[src/rtl/cpu_pkg.sv]
// Shared CPU core types and memory-map constants.
// Used by the bus arbiter and its region decoder.
package cpu_pkg;

  typedef logic [7:0]  reg8_t;
  typedef logic [15:0] reg16_t;

  typedef enum logic [1:0] {
    DMA_IDLE,
    DMA_START,
    DMA_ACTIVE,
    DMA_DRAIN
  } dma_state_t;

  localparam int unsigned DMA_LEN = 160;
  localparam reg8_t DMA_LAST = 8'(DMA_LEN - 1);

  localparam reg16_t DMA_REG_ADDR = 16'hFF46;
  localparam reg16_t HRAM_LO      = 16'hFF80;
  localparam reg16_t HRAM_HI      = 16'hFFFE;
  localparam reg16_t OAM_BASE     = 16'hFE00;

  // Sources at E0..FF alias down into work RAM
  function automatic reg8_t src_eff(input reg8_t s);
    return (s >= 8'hE0) ? (s & 8'hDF) : s;
  endfunction

endpackage

[src/rtl/bus_region_decoder.sv]
// Classifies a CPU address as HRAM, DMA register or other.
// Purely combinational; exactly one output is high.
module bus_region_decoder
  import cpu_pkg::*;
(
  input  logic [15:0] cpu_addr,
  output logic        is_hram,
  output logic        is_dma_reg,
  output logic        is_other
);

  assign is_hram    = (cpu_addr >= HRAM_LO) &&
                      (cpu_addr <= HRAM_HI);
  assign is_dma_reg = (cpu_addr == DMA_REG_ADDR);
  assign is_other   = ~(is_hram | is_dma_reg);

endmodule

[src/rtl/oam_dma_arbiter.sv]
// External bus arbiter between the CPU and the OAM DMA engine.
// DMA copies 160 bytes from {src,8'h00} into OAM, one per cycle.
module oam_dma_arbiter
  import cpu_pkg::*;
(
  input  logic        clk,
  input  logic        rst_n,
  input  logic [15:0] cpu_addr,
  input  logic        cpu_wr,
  input  logic        cpu_rd,
  input  logic [7:0]  cpu_wdata,
  output logic [7:0]  cpu_rdata,
  output logic [15:0] mem_addr,
  output logic        mem_rd,
  output logic        mem_wr,
  output logic [7:0]  mem_wdata,
  input  logic [7:0]  mem_rdata,
  output logic [6:0]  hram_addr,
  output logic        hram_wr,
  output logic [7:0]  hram_wdata,
  input  logic [7:0]  hram_rdata,
  output logic        oam_wr,
  output logic [7:0]  oam_idx,
  output logic [7:0]  oam_wdata,
  output logic        dma_active
);

  dma_state_t state_q;
  dma_state_t state_d;
  reg8_t      src_q;
  reg8_t      idx_q;
  reg8_t      oam_idx_q;
  reg8_t      oam_data_q;
  logic       restart_q;
  logic       oam_pend_q;
  logic       is_hram;
  logic       is_dma_reg;
  logic       is_other;
  logic       cpu_re;
  logic       dma_wr;
  logic       dma_rd;

  bus_region_decoder u_dec (
    .cpu_addr   (cpu_addr),
    .is_hram    (is_hram),
    .is_dma_reg (is_dma_reg),
    .is_other   (is_other)
  );

  // A simultaneous write suppresses the read
  assign cpu_re = cpu_rd & ~cpu_wr;
  assign dma_wr = cpu_wr & is_dma_reg;
  assign dma_rd = (state_q == DMA_ACTIVE);

  always_ff @(posedge clk or negedge rst_n) begin
    if (!rst_n) begin
      state_q <= DMA_IDLE;
    end else begin
      state_q <= state_d;
    end
  end

  always_comb begin
    state_d = state_q;
    unique case (state_q)
      DMA_IDLE: begin
        if (dma_wr) state_d = DMA_START;
      end
      DMA_START: begin
        if (!dma_wr) state_d = DMA_ACTIVE;
      end
      DMA_ACTIVE: begin
        if (dma_wr)
          state_d = DMA_START;
        else if (idx_q == DMA_LAST)
          state_d = DMA_DRAIN;
      end
      DMA_DRAIN: begin
        state_d = dma_wr ? DMA_START : DMA_IDLE;
      end
      default: state_d = DMA_IDLE;
    endcase
  end

  always_ff @(posedge clk or negedge rst_n) begin
    if (!rst_n) begin
      src_q      <= '0;
      idx_q      <= '0;
      restart_q  <= 1'b0;
      oam_pend_q <= 1'b0;
      oam_idx_q  <= '0;
      oam_data_q <= '0;
    end else begin
      if (dma_wr) begin
        src_q <= cpu_wdata;
        idx_q <= '0;
      end else if (dma_rd) begin
        idx_q <= idx_q + 8'd1;
      end
      if (state_d == DMA_IDLE)
        restart_q <= 1'b0;
      else if (dma_wr && (state_q == DMA_ACTIVE ||
                          state_q == DMA_DRAIN))
        restart_q <= 1'b1;
      oam_pend_q <= dma_rd;
      if (dma_rd) begin
        oam_idx_q  <= idx_q;
        oam_data_q <= mem_rdata;
      end
    end
  end

  assign dma_active = (state_q == DMA_ACTIVE) ||
                      (state_q == DMA_DRAIN)  ||
                      (state_q == DMA_START && restart_q);

  assign oam_wr    = oam_pend_q;
  assign oam_idx   = oam_idx_q;
  assign oam_wdata = oam_data_q;

  always_comb begin
    mem_addr   = '0;
    mem_rd     = 1'b0;
    mem_wr     = 1'b0;
    mem_wdata  = '0;
    hram_addr  = '0;
    hram_wr    = 1'b0;
    hram_wdata = '0;
    cpu_rdata  = 8'hFF;
    if (dma_rd) begin
      mem_rd   = 1'b1;
      mem_addr = {src_eff(src_q), idx_q};
    end else if (is_other && !dma_active &&
                 (cpu_re || cpu_wr)) begin
      mem_addr = cpu_addr;
      mem_rd   = cpu_re;
      mem_wr   = cpu_wr;
      if (cpu_wr) mem_wdata = cpu_wdata;
    end
    if (is_hram) begin
      hram_addr = cpu_addr[6:0] - HRAM_LO[6:0];
      hram_wr   = cpu_wr;
      if (cpu_wr) hram_wdata = cpu_wdata;
    end
    if (cpu_re) begin
      unique case (1'b1)
        is_hram:    cpu_rdata = hram_rdata;
        is_dma_reg: cpu_rdata = src_q;
        is_other:   cpu_rdata = dma_active ? 8'hFF
                                           : mem_rdata;
        default:    cpu_rdata = 8'hFF;
      endcase
    end
  end

endmodule

[config.mk]
export PLATFORM = sky130hd
export DESIGN_NAME = oam_dma_arbiter
export DESIGN_NICKNAME = d
export VERILOG_FILES = /design/src/rtl/cpu_pkg.sv /design/src/rtl/bus_region_decoder.sv /design/src/rtl/oam_dma_arbiter.sv
export SDC_FILE = /design/constraint.sdc
export NUM_CORES = 1
export LEC_CHECK = 0
export BUFFER_PORTS_ARGS = -buffer_cell sky130_fd_sc_hd__buf_2
export CAP_MARGIN = 20
export CORE_MARGIN = 1.5
export CORE_UTILIZATION = 44
export DETAILED_ROUTE_END_ITERATION = 16
export GPL_ROUTABILITY_DRIVEN = 1
export PLACE_DENSITY = 0.79
export SETUP_SLACK_MARGIN = 0.15
export SLEW_MARGIN = 20
export SYNTH_ARGS = -nofsm -noshare
export SYNTH_HDL_FRONTEND = slang
export SYNTH_HIERARCHICAL = 1
export SYNTH_SLANG_ARGS = --single-unit
[constraint.sdc]
create_clock -name clk -period 2.57 [get_ports clk]
set_input_delay 0.257 -clock clk [delete_from_list [all_inputs] [get_ports clk]]
set_output_delay 0.257 -clock clk [all_outputs]
set_load 0.03 [all_outputs]
==> flow_summary_export.csv <==
group,metric,value,unit
critical_path,critPathRequiredTime,2.31,ns
timing,hold_viol_final,0,
pwr,seq_power_share,0.421,
route,ant_nets,0,
synthesis,syn-cell-area,2030,µm²
synthesis,synth.distinct_cells,31,
floorplan,chipHeight,71.0,µm
layout,syn_to_final_growth,36.5,%
synthesis,synth_most_common_cell,"nand2_1",
timing,drv_slew,0,
layout,fin_area,2770,µm²
timing,tightest_slew,0.784,ns
cts,cts_buffers,5,
global_routing,grt_start_max_net_pins,37,
synthesis,synth_top_area_cell,"dfrtp_1",
timing,period_share,0.897,
cts,cts_buffer_depth,2,
critical_path,worstSetupEndpointType,"output pin",
route,via_per_inst,5.44,
synthesis,synth_fp_nets,294,
cts,cts-root-buf,"clkbuf_8",
layout,drive_above_1_share,0.361,
critical_path,cp_cell_sequence,"buf_2 -> or4_1 -> nor3_2 -> o21ai_1 -> o211a_2 -> a22o_1 -> buf_2",
timing,rsz0062_at_grt,"no",
cts,h-tree-depth,2,
worst_hold_path,min_path_type,"input port to async pin",
cts,cts.sinks,36,
synthesis,synth-edff-count,0,
pwr,vdd_drop_max,0.000369,V
synthesis,synth_async_sr_flop_share,1.00,
pwr,p_sw_frac,0.381,
timing,final.min_clock_period,2.31,ns
placed_design,hpwl,4500,µm
pwr,p_clk_frac,0.257,
global_routing,groute.usage.overall,0.238,
pwr,power_density,676,nW/µm²
synthesis,ys_warn_count,6,
timing,whs,0.0511,ns
timing,slew_headroom,0.477,
timing,fmaxAchievable,434,MHz
critical_path,cp_top_family,"compound AO/OA/AOI/OAI gates",
floorplan,core,4380,µm²
layout,diodes,0,
placed_design,placed_cell_area,2650,µm²
pwr,p_comb_frac,0.322,
pwr,p_int,0.00116,W
critical_path,cp_num_buf_inv,2,
timing,finalSetupViolations,0,
floorplan,start_util,0.463,
synthesis,ys_seq_elements,36,
route,drc,0,
placed_design,routabilityCongestion,0.910,
route,wl,6040,µm
cts,clk_pin_slew,0.07,ns
route,vias,2259,
global_routing,grt_pass1_vias,2099,
placed_design,io_buffers,111,
critical_path,cpMostUsedCell,"buf_2",
floorplan,ios,112,
critical_path,cp.arrival,2.05,ns
synthesis,synth_ff_type,"dfrtp_1",
critical_path,critical_path.max_stage_delay,0.54,ns
synthesis,synth_top_area_share,0.443,
critical_path,crit_type,"input port to output pin",
pwr,p_sw,0.000715,W
critical_path,worstSetupStartpointType,"input port",
layout,layout.nets,407,
pwr,power_leakage,1.51,nW
route,first_iter_violations,166,
global_routing,grt_overflow,0,
route,drtPass1Iterations,4,
floorplan,rows,24,
route,wl_per_cell,14.6,µm
global_routing,antenna_found_initial,0,
synthesis,ys_seq_area_frac,0.443,
global_routing,grt_pass1_wl,9540,µm
critical_path,crit_slowest_cell,"or4_1",
layout,fin_util,0.632,
floorplan,dieArea,5030,µm²
status,status,"complete, no violations",
synthesis,synth_area_leaders,"dfrtp_1 (44%), nand2_1 (14%), a22o_1 (6.9%), and2_1 (5.8%), o21ai_0 (3.7%)",
flow_run,cap_violations,0,
floorplan,chipWidth,71.0,µm
synthesis,synth_common_cells,"nand2_1 (78), dfrtp_1 (36), and2_1 (19)",
timing,final.setup.tns,0,ns
synthesis,postSynthCellCount,249,
critical_path,cp_max_fo,16,
timing,fin_worst_skew,0.00155,ns
cts,clock_latency,0.28,ns
synthesis,syn_area_per_cell,8.16,µm²
cts,cts_tree,"yes",
metrics by stage:
step / power [W] / setup WS, ns / cells
6_report: 0.00187 / 0.264 / 415
5_1_grt: 0.00197 / 0.151 / 415
4_1_cts: 0.00189 / 0.212 / 415
3_5_place_dp: 0.00140 / 0.121 / 405
3_3_place_gp: 0.00138 / 0.161 / 405
2_1_floorplan: 0.00117 / 0.249 / 249
sequential cells by signal, summed over array words and instances, names as in the netlist:
register   count
restart_q      1
idx_q          8
oam_wr         1
state_q        2
oam_wdata      8
oam_idx        8
src_q          8
metal layers:
metal  part of all wire  wire length [µm]  GRT usage
met5                  0                 0          0
met4              0.017               101     0.0755
met3              0.070               420     0.0413
met2               0.50              3010      0.395
met1               0.42              2510      0.318
power groups by stage:
stage                     Clock, W  Sequential [W]  Combinational, W
after floorplan                  0        0.000882          0.000292
after global placement           0        0.000797          0.000587
after detailed placement         0        0.000797          0.000603
after CTS                 0.000495        0.000786          0.000606
after global routing      0.000521        0.000807          0.000641
final                     0.000482        0.000789          0.000604
layout by cell type, fill, tap and decap left out, types with 2 or more instances in the layout:
| master | n |
|---|---|
| nand3_1 | 9 |
| inv_1 | 2 |
| o21ai_0 | 14 |
| nor2_1 | 4 |
| a22o_1 | 16 |
| nand4_1 | 5 |
| buf_2 | 111 |
| and2_1 | 19 |
| dfrtp_1 | 36 |
| a22oi_1 | 8 |
| buf_4 | 9 |
| a21oi_1 | 11 |
| nand3b_1 | 4 |
| or3_1 | 4 |
| clkbuf_8 | 5 |
| or4_1 | 2 |
| nand2_1 | 78 |
| and3_1 | 9 |
cell type report:
class	count	area (µm²)
Fill cell	415	1610
Multi-Input combinational cell	196	1060
Sequential cell	36	901
Timing Repair Buffer	120	623
Clock buffer	6	72.6
Tap cell	52	65.1
Clock inverter	2	35.0
Inverter	3	11.3
path summary, 6_finish.rpt:
check                             start      endpoint  slack (ns)  cells past startpoint
setup / recovery            cpu_addr[3]  mem_addr[13]        0.26                      7
hold / removal                    rst_n      idx_q[6]        0.05                      1
setup reg to reg             state_q[0]    oam_idx[0]        0.96                      5
hold reg to reg            oam_wdata[0]  oam_wdata[0]        0.47                      2
max in group asynchronous         rst_n        oam_wr        2.02                      1
min in group clk           mem_rdata[3]  oam_wdata[3]        0.18                      3
what timing repair did:
action,4_1_cts,5_1_grt
setup buffers,2,0
resized for setup,1,1
pin swaps,1,1
hold buffers,0,0
gates cloned,0,0
setup endpoints to repair,2,32
cell families (layout without fill, tap and decap cells):
family,count (synthesis),in the layout,share of synthesized area
and+or+nand+nor,139,139,0.330
xor gates and xnor gates,2,2,0.00862
AOI/OAI and AO/OA,54,54,0.179
DFF,36,36,0.443
buffers and inverters,17,131,0.0326
adders and majority gates,1,1,0.00616
(Power assumes the default switching activity.)
